File: src/rtl/recip_nr_seq_if.sv
// Operand/result handshake bundle for recip_nr_seq.
// master drives operands and consumes results; slave is the reciprocal unit.
interface recip_nr_seq_if #(
    parameter int NSIG = 7
);
    logic          in_valid;
    logic          in_ready;
    logic [NSIG:0] a;
    logic          out_valid;
    logic          out_ready;
    logic [NSIG:0] r;

    modport master (
        output in_valid, a, out_ready,
        input  in_ready, out_valid, r
    );

    modport slave (
        input  in_valid, a, out_ready,
        output in_ready, out_valid, r
    );
endinterface

File: src/rtl/recip_nr_seq.sv
// Sequential Newton-Raphson reciprocal of a 1.xxx mantissa using one shared multiplier.
// Define RECIP_NR_SEQ_EARLY_EXIT_EN to stop as soon as an iteration leaves x unchanged.
module recip_nr_seq #(
    parameter int NSIG  = 7,
    parameter int NITER = 3
) (
    input  logic          clk,
    input  logic          rst,
    recip_nr_seq_if.slave bus,
    input  logic          flush,
    output logic          busy,
    output logic [2:0]    iter
);
    localparam int W  = NSIG + 1;
    localparam int WW = 2 * NSIG + 2;

    localparam logic [W-1:0]  ONE    = W'(1) << NSIG;
    localparam logic [W-1:0]  X_INIT = ONE - W'(1);
    localparam logic [WW-1:0] TWO    = WW'(2) << NSIG;
    localparam logic [2:0]    LAST   = 3'(NITER - 1);

    typedef enum logic [1:0] {
        IDLE,
        MUL_AX,
        MUL_XD,
        DONE
    } state_t;

    state_t         state;
    state_t         state_nxt;
    logic [W-1:0]   a_q;
    logic [W-1:0]   x;
    logic [W-1:0]   r_q;
    logic [WW-1:0]  t;
    logic [2:0]     iter_q;

    logic [W-1:0]   d;
    logic [W-1:0]   mul_b;
    logic [WW-1:0]  prod;
    logic [W-1:0]   x_next;
    logic           accept;
    logic           is_one;
    logic           early;
    logic           finish;

    // t never drops below 2^NSIG-1, so d = 2 - t/2 always fits in W bits.
    assign d      = W'(TWO - (t >> 1));
    assign mul_b  = (state == MUL_XD) ? d : a_q;
    assign prod   = WW'(x) * WW'(mul_b);
    assign x_next = prod[NSIG +: W];

    assign accept = bus.in_valid && (state == IDLE);
    assign is_one = (bus.a == ONE);

`ifdef RECIP_NR_SEQ_EARLY_EXIT_EN
    // Same x twice means the fixed point is reached; further steps cannot move it.
    assign early  = (iter_q != 3'd0) && (x_next == x);
`else
    assign early  = 1'b0;
`endif
    assign finish = (iter_q == LAST) || early;

    assign bus.in_ready  = (state == IDLE);
    assign bus.out_valid = (state == DONE);
    assign bus.r         = r_q;
    assign busy          = (state != IDLE);
    assign iter          = iter_q;

    // NOTE: sequential state uses non-blocking assignments so every register
    // samples pre-edge values regardless of statement order.
    always_ff @(posedge clk) begin
        if (rst) begin
            state <= IDLE;
        end else begin
            state <= state_nxt;
        end
    end

    // NOTE: state_nxt gets a default before the case so no path leaves it
    // unassigned, which would otherwise infer a latch.
    always_comb begin
        state_nxt = state;
        unique case (state)
            IDLE:    if (accept) state_nxt = is_one ? DONE : MUL_AX;
            MUL_AX:  state_nxt = MUL_XD;
            MUL_XD:  state_nxt = finish ? DONE : MUL_AX;
            DONE:    if (bus.out_ready) state_nxt = IDLE;
            default: state_nxt = IDLE;
        endcase
        if (flush) state_nxt = IDLE;
    end

    // Flush freezes the datapath so an abandoned run leaves r untouched.
    always_ff @(posedge clk) begin
        if (rst) begin
            a_q    <= '0;
            x      <= '0;
            t      <= '0;
            r_q    <= '0;
            iter_q <= '0;
        end else if (!flush) begin
            unique case (state)
                IDLE: begin
                    if (accept) begin
                        a_q    <= bus.a;
                        iter_q <= '0;
                        if (is_one) r_q <= ONE;
                        else        x   <= X_INIT;
                    end
                end
                MUL_AX: t <= prod >> NSIG;
                MUL_XD: begin
                    x <= x_next;
                    if (finish) r_q    <= x_next;
                    else        iter_q <= iter_q + 3'd1;
                end
                default: ;
            endcase
        end
    end
endmodule

File: src/flat_wrapper.sv
// flat-port wrapper written by rule: the top's interface ports become plain ports
module recip_nr_seq_flat 
#(
    parameter int NSIG  = 7,
    parameter int NITER = 3
)
  (clk, rst, flush, busy, iter, bus_in_valid, bus_a, bus_out_ready, bus_in_ready, bus_out_valid, bus_r);
  recip_nr_seq_if #(.NSIG(NSIG)) bus_i ();
  input  logic clk;
  input  logic rst;
  input  logic flush;
  output logic busy;
  output logic [2:0] iter;
  input wire logic [$bits(bus_i.in_valid)-1:0] bus_in_valid;
  input wire logic [$bits(bus_i.a)-1:0] bus_a;
  input wire logic [$bits(bus_i.out_ready)-1:0] bus_out_ready;
  output wire logic [$bits(bus_i.in_ready)-1:0] bus_in_ready;
  output wire logic [$bits(bus_i.out_valid)-1:0] bus_out_valid;
  output wire logic [$bits(bus_i.r)-1:0] bus_r;
  assign bus_i.in_valid = bus_in_valid;
  assign bus_i.a = bus_a;
  assign bus_i.out_ready = bus_out_ready;
  assign bus_in_ready = bus_i.in_ready;
  assign bus_out_valid = bus_i.out_valid;
  assign bus_r = bus_i.r;
  recip_nr_seq #(.NSIG(NSIG), .NITER(NITER)) u_core (.clk(clk), .rst(rst), .bus(bus_i), .flush(flush), .busy(busy), .iter(iter));
endmodule
File: config.mk
export PLATFORM = sky130hd
export DESIGN_NAME = recip_nr_seq_flat
export DESIGN_NICKNAME = d
export VERILOG_FILES = /design/src/rtl/recip_nr_seq_if.sv /design/src/rtl/recip_nr_seq.sv /design/src/flat_wrapper.sv
export SDC_FILE = /design/constraint.sdc
export NUM_CORES = 1
export LEC_CHECK = 0
export BUFFER_PORTS_ARGS = -buffer_cell sky130_fd_sc_hd__clkbuf_2
export CORE_MARGIN = 5
export CORE_UTILIZATION = 66
export DETAILED_ROUTE_END_ITERATION = 10
export PLACE_DENSITY_LB_ADDON = 0.25
export SLEW_MARGIN = 20
export SYNTH_ARGS = -nofsm -noshare
export SYNTH_HDL_FRONTEND = slang
export SYNTH_SLANG_ARGS = --single-unit
File: constraint.sdc
create_clock -name clk -period 13 [get_ports clk]
set_clock_uncertainty 0.1 [all_clocks]
set_input_delay 2.6 -clock clk [delete_from_list [all_inputs] [get_ports clk]]
set_output_delay 2.6 -clock clk [all_outputs]
set_load 0.01 [all_outputs]
==> results.md <==
- The flow ran to the end, and the final reports show no timing, DRC or antenna violations.
- The class of the most critical setup path is reg -> reg.
- The highest attainable clock frequency is 158 MHz.
- The sequential power share is 0.494.
- The standard-cell row count is 27.
- At the worst endpoint, the arrival time is 6460 ps.
- The half-perimeter wire length after detailed placement is 7.51 mm.
- The number of buffers created by CTS is 5.
- The diode insertion count for antenna repair is 0.
- Internal power comes to 0.170 mW.
- The floorplan die width is 86.6 um.
- In this run the tool buffered the top-level ports with 26 buffer cells.
- The die covers 7490 sq um.
- The H-tree was split into 2 levels.
- The clock latency at the later pin of the worst-skew pair is 300 ps.
- In the final layout, the share of cells above drive strength 1 is 0.0883.
- The hold buffer count at CTS is 0.
- The number of library cell types mapped by synthesis is 58.
- The cell area that synthesis handed to floorplanning was 3870 sq um.
- When the netlist entered floorplanning its net count stood at 551.
- For this configuration, the core starts out at a cell density of 0.690.
- The global-route wire length before repair is 16.0 mm.
- Across the run, the number of max-cap violations was 0.
- Once the clock tree was built, the setup fixing pass inserted 0 buffers.
- The floorplan die height is 86.6 um.
- Dividing the detail-routed wire length by the instance count gives 16.9 um.
- The share of total power consumed by net switching is 0.317.
- The final-layout fill cell count is 437.
- Dividing total power by cell area gives a power density of 60.4 nW/um^2.
- The mean post-synth cell area is 8.28 sq um.
- The layout net count is 570.
- The shortest period the worst path allows is 6340 ps.
- In this run, synthesis inferred 0 flip-flops with an integrated enable.
- Setup repair after global routing left no endpoint under its margin.
- The type of element launching the critical path is a flop.
- The weighted congestion at the end of routability-driven global placement is 0.919.
- The combinational fraction of design power is 0.161.
- The final count of negative-setup-slack endpoints is 0.
- Clock-pin slew was measured on the worst setup and hold paths at 80 ps.
- The all-layer global routing usage is 0.268.
- The worst hold-check path type is reg -> reg.
- Relative to the synthesized area, the layout overhead comes to 6.41%.
- In the final timing run, aggregate negative setup slack is 0 ps.
- The required time at the worst-slack endpoint is 13120 ps.
- The maximum resistive drop on vdd is 62.4 uV.
- The detailed router finished its first iteration with 237 violations.
- The count of nets left with antenna violations once routing finished came out at 0.
- The number of placed instances, taps included, is 551.
- The tree is rooted in a clkbuf_8.
- For the pin with the worst max-slew slack, the measured transition is 1010 ps.
- During synthesis, Yosys emitted a total of 0 warnings.
- Excluding fillers, the count of instances in the completed layout stands at 559.
- The via total after detailed routing is 3355.
- Entering global routing, the biggest net connects 39 pins.
- The total of cells resized after clock tree synthesis is 0.
- The fraction of registers with async set or reset after synthesis is 0.
- The most critical setup path has its startpoint at u_core.state[0]$_SDFFE_PP0P_.
- The post-detailed-route via-to-cell ratio is 6.00.
- The reg-to-reg endpoint is u_core.x[5]$_SDFFE_PP0P_.
- The design draws 0.249 mW.
- The total overflow reported by the global router is 0.
- The number of buffers between clock root and the deepest sink is 2.
- The first TritonRoute pass finished after 4 iterations.
- The worst register-to-register path has a depth of 17.
- TritonCTS built the clock tree.
- After detailed routing, the number of remaining DRC violations is 0.
- The worst setup path is captured at a flop.
- In this run the tightest slew margin relative to its limit is 0.322.
- The maximum net fanout on the critical path is 18.
- The worst register-to-register path has a setup slack of 6660 ps.
- In this run the most critical hold path is launched from u_core.a_q[5]$_SDFFE_PP0P_.
- The core region is 5610 sq um.
- The number of global-route vias before repair is 3289.
- Once layout is complete, the utilization of the core stands at 0.734.
- The max-slew violation count is 0.
- The launch point of the worst reg-to-reg path is u_core.state[0]$_SDFFE_PP0P_.
- The flip-flop and latch count after synthesis is 37.
- The part of the total power dissipated in the clock network is 0.344.
- The proportion of synthesized chip area in sequential cells is 0.192.
- The gate count after technology mapping is 467.
- Pin placement for this block handled 27 I/O pins.
- The wire length after detailed routing is 9.44 mm.
- For this design, the sink count on the clock tree is 37.
- The number of antenna violations at the first check in global routing was 0.
- For this run, the leading register cell type out of synthesis is dfxtp_1.
- The endpoint of the most critical setup path is u_core.x[5]$_SDFFE_PP0P_.
- Summed over all cells, the static leakage comes to 1.82 nW.
- The count of final hold-check violations is 0.
- The share of the cycle needed by the critical path after routing is 0.488.
- In this run the power spent charging and discharging nets is 0.0788 mW.
-- per-layer routing --
metal  wire (um)  track usage  vias to the layer above  share of wire
met5           0            0                        -              0
met4         164       0.0779                        0          0.017
met3         555       0.0447                       19          0.059
met2        4390        0.417                      121           0.46
met1        4330        0.383                     1612           0.46
li1            -            -                     1603              -
-- power by group through the flow --
stage	registers (mW)	logic (mW)	clock network, mW
2_1_floorplan	0.122	0.0292	0
3_3_place_gp	0.125	0.0384	0
3_5_place_dp	0.125	0.0397	0
4_1_cts	0.122	0.0399	0.0857
5_1_grt	0.123	0.0453	0.0904
6_report	0.123	0.0401	0.0856
-- flip-flops by register name, summed over array words and instances, names as in the netlist --
register      cells
u_core.x          8
u_core.t          8
u_core.state      2
u_core.bus.r      8
u_core.a_q        8
u_core.iter       3
-- through the flow --
step                hold WS [ps]  setup slack (ps)  instance area, sq um
detailed placement           349              6750                  4030
CTS                          365              6710                  4120
global placement             343              6970                  4030
global route                 397              6230                  4120
finish                       364              6660                  4120
floorplan                    337              7700                  3870
-- cell families after synthesis --
logic type / synth area share
buffers and inverters: 0.0773
and+or+nand+nor: 0.237
AOI/OAI and AO/OA: 0.154
adders and majority gates: 0.298
DFF: 0.192
muxes: 0.0110
xor gates and xnor gates: 0.0317
-- worst min-delay path by stage --
stage	end	slack, ps	cells past startpoint
6_report	u_core.a_q[5]$_SDFFE_PP0P_	360	2
4_1_cts	u_core.a_q[5]$_SDFFE_PP0P_	360	2
5_1_grt	u_core.bus.r[6]$_SDFFE_PP0P_	400	2
3_5_place_dp	u_core.bus.r[4]$_SDFFE_PP0P_	350	2
2_1_floorplan	u_core.a_q[5]$_SDFFE_PP0P_	340	2
3_3_place_gp	u_core.bus.r[4]$_SDFFE_PP0P_	340	2
-- Yosys cell counts, types with 3 or more instances --
library cell | number | area (sq um)
or3_1 | 3 | 18.8
ha_1 | 36 | 450
inv_1 | 63 | 236
nand3b_1 | 3 | 22.5
and4_1 | 3 | 26.3
a21oi_1 | 35 | 175
nand2_1 | 53 | 199
nand2b_1 | 8 | 50.1
a21o_1 | 4 | 30.0
xor2_1 | 5 | 43.8
xnor2_1 | 9 | 78.8
o21ai_0 | 9 | 45.0
o21ai_1 | 4 | 20.0
nand3_1 | 5 | 25.0
and2_1 | 14 | 87.6
fa_1 | 35 | 701
a211oi_1 | 7 | 52.6
o31ai_1 | 3 | 22.5
nor2b_1 | 33 | 206
a41oi_1 | 3 | 26.3
clkbuf_1 | 11 | 41.3
a22o_1 | 3 | 26.3
nor3_1 | 14 | 70.1
dfxtp_1 | 37 | 741
nor4_1 | 4 | 25.0
nor2_1 | 24 | 90.1
-- cells in the final DEF, fill, tap and decap left out, types with 4 or more instances in the layout --
cell type / count
inv_1: 63
nand2_1: 53
dfxtp_1: 37
ha_1: 36
a21oi_1: 35
fa_1: 35
nor2b_1: 33
clkbuf_2: 26
nor2_1: 24
and2_1: 14
nor3_1: 14
xnor2_1: 9
o21ai_0: 9
nand2b_1: 8
a211oi_1: 7
xor2_1: 5
nand3_1: 5
clkbuf_8: 5
nor4_1: 4
o21ai_1: 4
a21o_1: 4
-- cell type report --
type                    count  area (sq um)  area share
repair buffers             26           130      0.0316
clock buffers               5          68.8      0.0167
well taps                  72          90.1      0.0219
inverters                  63           236      0.0575
clock inverters             3          21.3     0.00517
flip-flops and latches     37           741       0.180
multi-input cells         353          2830       0.687
-- critical path, cell delays in order (launching register included) --
cell and delay [ps]:
dfxtp_1 440, nand2b_1 580, nor2_1 120, a21oi_1 710, nor2b_1 180, fa_1 600, fa_1 440, fa_1 560
inv_1 60, fa_1 540, inv_1 40, ha_1 420, a21oi_1 450, or3_1 190, o2111ai_1 150, a211oi_1 400
nor2_1 80, nor3_1 190
Power figures use the tool's default switching activity.
